<file path="config.mk">
export PLATFORM = sky130hd
export DESIGN_NAME = serial_subtractor
export DESIGN_NICKNAME = d
export VERILOG_FILES = /design/src/rtl/serial_subtractor.sv
export SDC_FILE = /design/constraint.sdc
export NUM_CORES = 1
export LEC_CHECK = 0
export BUFFER_PORTS_ARGS = -buffer_cell sky130_fd_sc_hd__clkbuf_2
export CORE_UTILIZATION = 57
export CTS_CLUSTER_DIAMETER = 200
export DETAILED_ROUTE_END_ITERATION = 8
export PLACE_DENSITY = 0.94
export SETUP_SLACK_MARGIN = 0.3
export SLEW_MARGIN = 25
export SYNTH_ARGS = -nofsm -noshare
export SYNTH_HDL_FRONTEND = slang
export SYNTH_SLANG_ARGS = --single-unit
</file>
<file path="constraint.sdc">
create_clock -name clk -period 3 [get_ports clk]
set_clock_uncertainty 0.1 [all_clocks]
set_input_delay 0.6 -clock clk [delete_from_list [all_inputs] [get_ports clk]]
set_output_delay 0.6 -clock clk [all_outputs]
set_load 0.01 [all_outputs]
</file>
<file path="src/rtl/serial_subtractor.sv">
// -----------------------------------------------------------------------------
// serial_subtractor
//   Bit-serial N-bit subtractor: Diff = (A - B - Bin) mod 2^N.
//   A single full-subtractor cell and a borrow flop process one bit per clock,
//   LSB first. Operands are captured on an accepted start. The result is
//   registered and held until the next operation completes.
//
//   Optional feature (macro SERIAL_SUB_OVF_EN): adds a registered Ovf output,
//   the two's-complement overflow flag of A - B - Bin. Ovf updates together
//   with Diff.
//
// Ports
//   clk    in   1   clock, rising edge
//   rst    in   1   synchronous, active-high reset
//   start  in   1   load request, honoured only in IDLE or DONE
//   A      in   N   minuend, captured on accepted start
//   B      in   N   subtrahend, captured on accepted start
//   Bin    in   1   borrow-in, captured on accepted start
//   busy   out  1   high while bits are being shifted
//   done   out  1   one-cycle pulse: Diff/Bout just updated
//   Diff   out  N   registered difference
//   Ovf    out  1   registered signed overflow (SERIAL_SUB_OVF_EN only)
//   Bout   out  1   registered borrow-out (1 means unsigned A < B + Bin)
// -----------------------------------------------------------------------------
module serial_subtractor #(
    parameter int N = 8
) (
    input  logic         clk,
    input  logic         rst,
    input  logic         start,
    input  logic [N-1:0] A,
    input  logic [N-1:0] B,
    input  logic         Bin,
    output logic         busy,
    output logic         done,
    output logic [N-1:0] Diff,
`ifdef SERIAL_SUB_OVF_EN
    output logic         Ovf,
`endif
    output logic         Bout
);

    localparam int CW = $clog2(N);
    localparam logic [CW-1:0] LAST = CW'(N - 1);

    typedef enum logic [1:0] {
        S_IDLE  = 2'd0,
        S_SHIFT = 2'd1,
        S_DONE  = 2'd2
    } state_t;

    state_t          state_q, state_d;
    logic [N-1:0]    sa_q, sa_d;
    logic [N-1:0]    sb_q, sb_d;
    // Only N-1 partial bits need storing: the final bit goes straight into Diff.
    logic [N-2:0]    sd_q, sd_d;
    logic            br_q, br_d;
    logic [CW-1:0]   cnt_q, cnt_d;
    logic [N-1:0]    diff_q, diff_d;
    logic            bout_q, bout_d;
`ifdef SERIAL_SUB_OVF_EN
    logic [1:0]      msb_q, msb_d;   // {A[N-1], B[N-1]} of the operation in flight
    logic            ovf_q, ovf_d;
`endif

    // Full-subtractor cell operating on the current LSBs.
    logic            bit_a, bit_b, bit_d, br_new;
    logic [N-1:0]    sd_shift;
    logic            load;

    assign bit_a    = sa_q[0];
    assign bit_b    = sb_q[0];
    assign bit_d    = bit_a ^ bit_b ^ br_q;
    assign br_new   = (~bit_a & bit_b) | (~(bit_a ^ bit_b) & br_q);
    assign sd_shift = {bit_d, sd_q};

    // start is accepted only when no operation is in flight.
    assign load = start && ((state_q == S_IDLE) || (state_q == S_DONE));

    always_comb begin
        state_d = state_q;
        sa_d    = sa_q;
        sb_d    = sb_q;
        sd_d    = sd_q;
        br_d    = br_q;
        cnt_d   = cnt_q;
        diff_d  = diff_q;
        bout_d  = bout_q;
`ifdef SERIAL_SUB_OVF_EN
        msb_d   = msb_q;
        ovf_d   = ovf_q;
`endif
        case (state_q)
            S_SHIFT: begin
                sa_d  = {1'b0, sa_q[N-1:1]};
                sb_d  = {1'b0, sb_q[N-1:1]};
                sd_d  = sd_shift[N-1:1];
                br_d  = br_new;
                cnt_d = cnt_q + CW'(1);
                if (cnt_q == LAST) begin
                    diff_d  = sd_shift;
                    bout_d  = br_new;
`ifdef SERIAL_SUB_OVF_EN
                    // bit_d is the result MSB on the last shift.
                    ovf_d   = (msb_q[1] ^ msb_q[0]) & (msb_q[1] ^ bit_d);
`endif
                    state_d = S_DONE;
                end
            end
            S_DONE: begin
                state_d = S_IDLE;
            end
            default: begin
                state_d = S_IDLE;
            end
        endcase

        // Loading from DONE gives back-to-back operation without an IDLE bubble.
        if (load) begin
            sa_d    = A;
            sb_d    = B;
            br_d    = Bin;
            cnt_d   = '0;
`ifdef SERIAL_SUB_OVF_EN
            msb_d   = {A[N-1], B[N-1]};
`endif
            state_d = S_SHIFT;
        end
    end

    always_ff @(posedge clk) begin
        if (rst) begin
            state_q <= S_IDLE;
            sa_q    <= '0;
            sb_q    <= '0;
            sd_q    <= '0;
            br_q    <= 1'b0;
            cnt_q   <= '0;
            diff_q  <= '0;
            bout_q  <= 1'b0;
`ifdef SERIAL_SUB_OVF_EN
            msb_q   <= 2'b00;
            ovf_q   <= 1'b0;
`endif
        end else begin
            state_q <= state_d;
            sa_q    <= sa_d;
            sb_q    <= sb_d;
            sd_q    <= sd_d;
            br_q    <= br_d;
            cnt_q   <= cnt_d;
            diff_q  <= diff_d;
            bout_q  <= bout_d;
`ifdef SERIAL_SUB_OVF_EN
            msb_q   <= msb_d;
            ovf_q   <= ovf_d;
`endif
        end
    end

    assign busy = (state_q == S_SHIFT);
    assign done = (state_q == S_DONE);
    assign Diff = diff_q;
    assign Bout = bout_q;
`ifdef SERIAL_SUB_OVF_EN
    assign Ovf  = ovf_q;
`endif

endmodule
</file>
* Word level (Yosys, flattened, before mapping)
Index checks and enable logic that the tools add are counted.
Widths: inputs -> output; s select.
** Cells by class
- Add/subtract/negate cells :: 1
- Eq/ne operators :: 4
- Bitwise operators :: 8
- Reductions and logical operators :: 7
- Multiplexer cells :: 9
** Operators with widths (count)
- $mux 8 :: 4
- $mux 1 :: 5
- $add 3x1->3 const B :: 1
- $eq 3x3->1 const B :: 1
- $ne 3x1->1 const B :: 1
- $not 1->1 :: 3
- $reduce_or 3->1 :: 1
- $and 1x1->1 :: 2
- $eq 2x1->1 const B :: 1
- $eq 2x2->1 const B :: 1
- $logic_not 2->1 :: 1
- $reduce_and 2->1 :: 1
- $reduce_bool 2->1 :: 1
- $reduce_or 2->1 :: 1
- $xor 1x1->1 :: 2
- $logic_and 1x1->1 :: 1
- $logic_or 1x1->1 :: 1
- $or 1x1->1 :: 1
** Storage, ports and cells
- Output and inout port bits :: 11
- Logic and storage cells :: 38
- Input bits :: 20
- Bits in registers :: 38

* Logic depth before layout (Yosys ltp)
Gate-level depths: netlist of the first run.
- Word-level depth :: 6
- Mapped depth :: 6

* Worst setup path after synthesis of the first run
OpenSTA, ideal clock, no wires.
- Path kind :: register -> output
- Start :: register state_q[1]
- End :: output port busy
- Stages on the path, launching flop included :: 5
- Arrival time :: 803 ps
- Slack :: 1497 ps
- Required time :: 2300 ps
- Cell sequence :: dfxtp_1 -> nand2b_1 -> buf_6 -> clkinv_4 -> buf_2
** On the way
- Cells in the longest elaborated chain, start to end :: 1
** RTL lines
- start: declaration :: RTL line 52 : state_t state_q, state_d;
- start signal: assignment :: RTL line 146 : state_q <= state_d;
- $eq 2x1->1 :: RTL line 161 : assign busy = (state_q == S_SHIFT);
- end: declaration :: RTL line 34 : output logic busy,
Every way passes these cells.

* Worst setup path in the final report of the first run
Same ends and word-level chain as after synthesis.

==> reports/results.ini, run 1 <==
[status]
outcome=finished, final reports clean

[setup_path]
path_cells=nand2b_1 -> clkinv_4 -> clkbuf_2
max_stage_delay_ns=0.34
critPathKind=reg2out
critPathRequiredTime_ns=2.30
crit_fanout=34
r2r_cells=5
arrival_ns=1.28
cp-end-kind=output port
cp_slowest_cell=dfxtp_1
cp-start-kind=register

[logic_synthesis]
ys.flop_type=dfxtp_1
avgSynthCellArea_sq_um=8.56
synth_edf_count=0
synthCells=180
synth_area_sq_um=1540
ys_warn_count=0
syn_nets=203
yosysTopAreaCell=dfxtp_1
async_flop_share_pct=0
synth-seq-area-share_pct=49.4
ys_top_cells_by_area=dfxtp_1 49%, nand2_1 10%, a21oi_1 6.2%
synth_cell_types=26
yosys.area.top_type_share_pct=49.4
ys_ff_latch=38

[floorplanning]
core_area_sq_um=2520
fp.dieW_microns=54.0
pin_count=31
core.rowCount=18
die_height_microns=54.0
dieArea_sq_um=2910
start_util_pct=61.1

[clocking]
cts_buffers=5
cts_tree=yes
cts_sinks=38
ctsResizeCount=0
hold_buffers=0
htree_num_levels=2
cts_setup_buffers=0
clk_path_buf_depth=2
clk_pin_slew_ns=0.10
root_buffer=clkbuf_4
clk-insertion-delay-late_ns=0.33

[drt]
drt_first_pass_iters=4
wl_per_cell_microns=12.5
drc_errors=0
totalWireLength_microns=2920
drtIter0Drc=21
num_vias=1301
detail_route.vias_per_cell=5.56
ant_nets=0

[grt]
antenna_found_initial=0
grt_pass1_wl_microns=4710
grt_max_degree=39
grt_overflow=0
grt_pass1_vias=1133
track_usage_pct=23.5

[layout]
drive_gt1_share_pct=20.6
nNetsFinal=226
area_growth_pct=12.0
antennaDiodeCount=0
fin_area_sq_um=1730

[placement]
io_buffers=30
place.gp.congestion=0.733
place_ws_ns=1.05
postPlaceCellArea_sq_um=1650
post-dp-hpwl_microns=1930

[power]
combPwrFrac_pct=11.3
swShare_pct=24.3
p_int_uw=732
power_frac_clock_pct=32.6
switchingPower_uw=235
power_density_nw_per_um2=560
worst_ir_drop_vdd_v=0.000424
p_leak_uw=0.000677
seqPwrFrac_pct=56.1

[sta]
setup_violations=0
whs_ns=0.361
timing.final.ws_setup_ns=1.02
tightest_slew_ns=0.930
hold_viol_final=0
min_period_over_period_pct=66.0
slew_violations=0
fmax_mhz=505
relSlewSlack_pct=38.0
period_needed_ns=1.98
tns_ns=0
rsz0062_at_grt=no

[worst_hold_path]
hp-class=reg2reg
min_path_cells=2

[run]
drv_cap=0

==> power by group through the flow <==
| stage | clock (uW) | combinational [uW] | sequential [uW] |
|---|---|---|---|
| after detailed placement | 0 | 109 | 554 |
| after global routing | 345 | 123 | 546 |
| final | 315 | 109 | 543 |
| after global placement | 0 | 105 | 553 |
| after CTS | 323 | 110 | 542 |
| after floorplan | 0 | 90.6 | 550 |
==> final cells by class <==
cell class	instances	area (sq um)
fillers	213	797
flip-flops and latches	38	761
multi-input cells	124	674
repair buffers	31	158
clock buffers	8	78.8
well taps	30	37.5
inverters	3	16.3
==> registers in the layout, indices dropped and copies added, names as in the netlist <==
signal,cells
cnt_q,3
Bout,1
state_q,2
sa_q,8
br_q,1
sb_q,8
sd_q,7
Diff,8
==> per-stage QoR <==
| stage | instances | total power [uW] | utilization (%) |
|---|---|---|---|
| after floorplan | 180 | 641 | - |
| after global placement | 226 | 658 | 65.3 |
| after detailed placement | 226 | 663 | 65.3 |
| after CTS | 234 | 975 | 68.4 |
| after global routing | 234 | 1010 | 68.4 |
| final | 234 | 967 | 68.4 |
==> cells in the mapped netlist, drive strengths merged (2+ instances only) <==
cell type and count:
a21oi 19, a311oi 11, buf 11, clkbuf 4, dfxtp 38, ha 2, inv 2, mux2i 3
nand2 43, nand2b 2, nand3 11, nor2 12, nor2b 2, nor3 10, o22ai 3
==> critical path: cells and delay by family (launching register included) <==
family	cells	cell delay [ns]
buf+inv	2	0.42
flops	1	0.34
simple gates	1	0.18
==> logic make-up after synthesis <==
| kind of cell | count (synthesis) | synth area share [%] |
|---|---|---|
| simple gates | 81 | 22.3 |
| compound gates | 36 | 16.0 |
| fa+ha+maj | 3 | 2.92 |
| xor+xnor | 1 | 0.569 |
| mux | 3 | 1.95 |
| flops | 38 | 49.4 |
| buf+inv | 18 | 6.82 |
==> path summary, 6_finish.rpt <==
check | slack (ns) | end | from
setup / recovery | 1.02 | busy | state_q[1]
hold / removal | 0.36 | Diff[3] | Diff[3]
setup reg to reg | 1.24 | Diff[5] | cnt_q[0]
hold reg to reg | 0.36 | Diff[3] | Diff[3]
==> cell usage in the layout (no fill, tap or decap), types with 3 or more instances in the layout <==
cell | synthesis | routed
a21oi_1 | 19 | 19
a311oi_1 | 9 | 9
clkbuf_2 | 0 | 30
clkbuf_4 | 0 | 5
clkbuf_8 | 0 | 3
dfxtp_1 | 38 | 38
mux2i_1 | 3 | 3
nand2_1 | 43 | 43
nand3_1 | 11 | 11
nor2_1 | 12 | 12
nor3_1 | 10 | 10
o22ai_1 | 3 | 3
==> layer usage <==
metal | GRT usage [%] | routed length (microns)
met1 | 27.4 | 1360
met2 | 37.9 | 1400
met3 | 10.2 | 144
met4 | 8.97 | 18
met5 | 0 | 0
No activity file was read; power rests on OpenSTA's default activity.
==> run 2: changes to the inputs <==
- CORE_UTILIZATION: 57 -> 48
- PLACE_DENSITY: 0.94 -> 0.86
- clock period: 3 -> 1.8 ns (I/O delays scaled with it)
==> run 2 against run 1 <==
  * Hold slack worse by 0.23 ns
  * Die area up 18%
  * Critical path depth unchanged
  * Critical endpoint unchanged
==> reports/results.ini, run 2 (synthesis gave the netlist of run 1 again) <==
[status]
outcome=finished, final reports clean

[floorplanning]
die_height_microns=58.6  ; +8.6%
start_util_pct=50.5  ; -11 points
core.rowCount=20  ; +2
dieArea_sq_um=3440  ; +18%
pin_count=31  ; unchanged
fp.dieW_microns=58.6  ; +8.6%
core_area_sq_um=3050  ; +21%

[sta]
min_period_over_period_pct=82.3
whs_ns=0.127  ; -0.234 ns
fmax_mhz=675
hold_viol_final=0  ; unchanged
slew_violations=0  ; unchanged
tightest_slew_ns=0.778  ; -0.151 ns
period_needed_ns=1.48
rsz0062_at_grt=no
timing.final.ws_setup_ns=0.318  ; -0.700 ns
setup_violations=0  ; unchanged
tns_ns=0  ; unchanged
relSlewSlack_pct=48.1  ; +10 points

[power]
swShare_pct=27.2  ; +2.8 points
total_power_uw=1520  ; +57%
switchingPower_uw=412  ; +75%
p_leak_uw=0.000699  ; +3.3%
p_int_uw=1100  ; +51%
combPwrFrac_pct=13.1  ; +1.8 points
power_density_nw_per_um2=855  ; +53%
seqPwrFrac_pct=59.8  ; +3.7 points
worst_ir_drop_vdd_v=0.000484  ; +14%
power_frac_clock_pct=27.1  ; -5.5 points

[drt]
drc_errors=0  ; unchanged
totalWireLength_microns=3200  ; +9.7%
num_vias=1334  ; +2.5%
detail_route.vias_per_cell=5.25  ; -5.5%
wl_per_cell_microns=12.6  ; +1.1%
drt_first_pass_iters=4  ; unchanged
ant_nets=0  ; unchanged
drtIter0Drc=36  ; +71%

[grt]
grt_max_degree=39  ; unchanged
grt_pass1_vias=1110  ; -2.0%
grt_pass1_wl_microns=4840  ; +2.8%
track_usage_pct=19.6  ; -3.9 points
grt_overflow=0  ; unchanged
antenna_found_initial=0  ; unchanged

[layout]
nNetsFinal=233  ; +3.1%
fin_area_sq_um=1770  ; +2.7%
nFillCells=285  ; +34%
antennaDiodeCount=0  ; unchanged
final_cell_mix=43 x nand2_1, 36 x dfxtp_1, 30 x clkbuf_2
mostFrequentLayoutCell=nand2_1
area_growth_pct=15.0
drive_gt1_share_pct=24.3  ; +3.7 points

[setup_path]
critPathRequiredTime_ns=1.34  ; -0.96 ns
arrival_ns=1.02  ; -0.26 ns
cp-start-kind=register
rrSetupSlack_ns=0.38  ; -0.86 ns
critPathKind=reg2out
crit_fanout=3  ; -91%
cp-end-kind=output port

[clocking]
clk_path_buf_depth=2  ; unchanged
root_buffer=clkbuf_4
clk_pin_slew_ns=0.11  ; about the same
cts_sinks=38  ; unchanged
cts_buffers=5  ; unchanged
htree_num_levels=2  ; unchanged
hold_buffers=0  ; unchanged
clk-insertion-delay-late_ns=0.34  ; about the same
cts_tree=yes

[placement]
place_ws_ns=0.330  ; -0.721 ns
postPlaceCellArea_sq_um=1690  ; +2.4%
place.gp.congestion=0.713  ; -2.7%
io_buffers=30  ; unchanged
post-dp-hpwl_microns=1900  ; -1.6%

[worst_hold_path]
hp-class=in2reg

[run]
drv_cap=0  ; unchanged

run 2: cell count changes in the layout (fill, tap and decap cells not counted), sizes merged:
| cell | delta |
|---|---|
| buf | +6 |
| clkbuf | -3 |
| clkinv | +3 |
run 2: power by group through the flow:
stage / combinational [uW] / sequential, uW / clock, uW
CTS: 196 / 905 / 416
finish: 199 / 906 / 410
detailed placement: 186 / 923 / 0
floorplan: 151 / 917 / 0
global placement: 183 / 921 / 0
global route: 220 / 910 / 445
run 2: final cells by class:
class	count	area, sq um	share of cell area [%]
clock buffer	5	37.5	2.12
sequential	38	763	43.1
timing repair buffer	37	203	11.4
multi-input combinational	124	682	38.5
inverter	3	16.3	0.918
tap	44	55.1	3.11
clock inverter	2	10.0	0.565
timing repair inverter	1	5.00	0.282
run 2: final timing paths:
kind                    from  endpoint  cells past startpoint
hold reg to reg      Diff[1]   Diff[1]                      2
hold / removal          A[7]   sa_q[7]                      3
setup / recovery  state_q[1]      busy                      3
setup reg to reg    cnt_q[0]      Bout                      5
run 2: per-layer routing:
| layer | track usage, % | wire [microns] |
|---|---|---|
| met1 | 22.3 | 1460 |
| met2 | 32.5 | 1520 |
| met3 | 6.81 | 154 |
| met4 | 10.2 | 64 |
| met5 | 0 | 0 |
run 2: through the flow:
stage,util [%],cells
after floorplan,-,180
after global placement,55.2,243
after detailed placement,55.2,243
after CTS,57.5,252
after global routing,58.0,254
final,58.0,254
run 2: repair_timing:
item | in CTS | in global routing
setup endpoints to repair | 1 | 9
gates cloned | 1 | 0
gates resized for setup | 4 | 0
pin swaps | 0 | 1
buffers inserted | 1 | 2
run 2: critical path, cell delays in order, from the launching register on:
cell and delay, ns:
dfxtp_2 0.35, nand2b_4 0.15, clkinv_4 0.05, clkbuf_2 0.12
==> run 3: changes to the inputs <==
- CORE_UTILIZATION: 48 -> 53
- PLACE_DENSITY: 0.86 -> 0.89
- clock period: 1.8 -> 1.5 ns (I/O delays scaled with it)
==> run 3 against run 2 <==
  * The run now ends with setup timing left
  * Sequential power increased by 21%
  * First-iteration DRC count rose to 5.0 times the previous value
  * Worst setup slack worse by 0.41 ns
  * Register-to-register slack worse by 0.47 ns
  * Combinational power grew 120%
  * Via count is 28% higher
  * Non-clock buffer count increased by 21
  * Critical path type is now reg2reg
  * Largest power group unchanged
==> reports/results.ini, run 3 (synthesis gave the netlist of run 1 again) <==
[run]
drv_cap=0  ; unchanged

[layout]
nFillCells=119  ; -58%
final_cell_mix=37 x nand2_1, 22 x dfxtp_1, 19 x clkbuf_2
drive_gt1_share_pct=52.4  ; +28 points
antennaDiodeCount=0  ; unchanged
area_growth_pct=52.1
mostFrequentLayoutCell=nand2_1
multiInputGateArea_sq_um=862  ; +26%
seq_area_sq_um=783  ; +2.6%
nNetsFinal=255  ; +9.4%

[clocking]
root_buffer=clkbuf_4
cts_tree=yes
htree_num_levels=2  ; unchanged
clk_path_buf_depth=2  ; unchanged
cts_sinks=38  ; unchanged
clk_pin_slew_ns=0.12  ; about the same
cts_buffers=5  ; unchanged
clk-insertion-delay-late_ns=0.36  ; +0.02 ns

[sta]
whs_ns=0.0784  ; -0.0490 ns
timing.final.ws_setup_ns=-0.0901  ; -0.409 ns
relSlewSlack_pct=76.0  ; +28 points
rsz0062_at_grt=yes
hold_viol_final=0  ; unchanged
tightest_slew_ns=0.357  ; -0.421 ns
period_needed_ns=1.59
fmax_mhz=629
slew_violations=0  ; unchanged
min_period_over_period_pct=106
setup_violations=1  ; +1
tns_ns=-0.0901  ; -0.0901 ns

[placement]
place.gp.congestion=0.764  ; +7.2%
place_ws_ns=0.114  ; -0.216 ns
io_buffers=30  ; unchanged
post-dp-hpwl_microns=1990  ; +4.9%

[setup_path]
crit_fanout=8  ; +5
critPathKind=reg2reg
critPathRequiredTime_ns=1.63  ; +0.29 ns
cp-start-kind=register
r2r_start=state_q[1]
arrival_ns=1.72  ; +0.70 ns
cp-end-kind=register
rrSetupSlack_ns=-0.09  ; -0.47 ns
rr_endpoint=sa_q[4]
r2r_cells=6  ; +1

[drt]
drtIter0Drc=181  ; +400%
detail_route.vias_per_cell=6.45  ; +23%
wl_per_cell_microns=21.7  ; +72%
totalWireLength_microns=5730  ; +79%
drc_errors=0  ; unchanged
drt_first_pass_iters=5  ; +1
num_vias=1702  ; +28%
ant_nets=0  ; unchanged

[worst_hold_path]
hp-class=in2reg
worstHoldStart=A[7]
min_path_cells=3  ; unchanged
min_to=sa_q[7]

[grt]
grt-busiest-layer=met2
track_usage_pct=24.2  ; +4.6 points
grt_max_degree=39  ; unchanged
grt_use_met2_pct=36.1  ; +3.6 points
grt_use_met1_pct=32.9  ; +11 points
grt_pass1_wl_microns=5800  ; +20%
grt_pass1_vias=1241  ; +12%
antenna_found_initial=0  ; unchanged
grt_overflow=0  ; unchanged
grtUsageMet3_pct=8.37  ; +1.6 points

[floorplanning]
pin_count=31  ; unchanged
dieArea_sq_um=3130  ; -9.1%
fp.dieW_microns=55.9  ; -4.7%
core_area_sq_um=2760  ; -9.7%
core.rowCount=19  ; -5.0%
start_util_pct=55.9  ; +5.4 points
die_height_microns=55.9  ; -4.7%

[power]
p_leak_uw=0.000909  ; +30%
power_density_nw_per_um2=906  ; +6.0%
worst_ir_drop_vdd_v=0.000931  ; +92%

[status]
violations=setup timing
outcome=complete, but fails checks

run 3: cell count changes in the layout (fill, tap and decap cells not counted), sizes merged:
cell / before / now
buf: 7 / 37
clkbuf: 35 / 28
clkinv: 4 / 3
inv: 2 / 3
run 3: what timing repair did:
action,4_1_cts,5_1_grt
setup endpoints to repair,43,44
endpoints found under the hold margin,0,0
pin swaps,5,17
resized for setup,31,59
hold buffers,0,0
setup buffers,8,11
gates cloned,2,3
run 3: per-layer routing:
metal	vias to the layer above	share of wire, %
li1	721	-
met1	801	37
met2	142	47
met3	38	10
met4	0	5.5
met5	-	0
run 3: area by class of cell:
cell class                      instances  area share (%)
Sequential cell                        38            33.4
Tap cell                               31            1.66
Clock buffer                            7            2.35
Timing Repair inverter                  2            1.07
Multi-Input combinational cell        124            36.8
Inverter                                3           0.694
Timing Repair Buffer                   58            23.8
Clock inverter                          1           0.214
run 3: report_power, final:
group          leakage [uW]  internal (uW)  switching (uW)
logic              0.000556            209             230
clock network     0.0000353            227             353
registers          0.000318           1060            43.7
run 3: through the flow:
stage / utilization, % / instance area, sq um / total power, uW / std cells
2_1_floorplan: - / 1570 / 1290 / 180
4_1_cts: 70.7 / 1950 / 1920 / 250
3_3_place_gp: 62.7 / 1730 / 1340 / 232
6_report: 84.9 / 2340 / 2120 / 264
3_5_place_dp: 62.7 / 1730 / 1350 / 232
5_1_grt: 84.9 / 2340 / 2180 / 264
run 3: how the worst max path moves through the flow:
stage                    start      end  slack (ns)  depth (start not counted)
floorplan                 br_q  Diff[7]        0.29                          4
global placement      cnt_q[0]  Diff[4]        0.15                          5
detailed placement  state_q[1]  sa_q[0]        0.11                          4
CTS                 state_q[1]     busy        0.09                          3
global route        state_q[1]  sa_q[4]       -0.09                          6
finish              state_q[1]  sa_q[4]       -0.09                          6
run 3: critical path, cell delays in order (launching register included):
cell and delay, ns:
dfxtp_2 0.36, nand2b_4 0.16, buf_4 0.17, buf_8 0.14, clkinv_8 0.07, nand2_1 0.07
a311oi_1 0.38
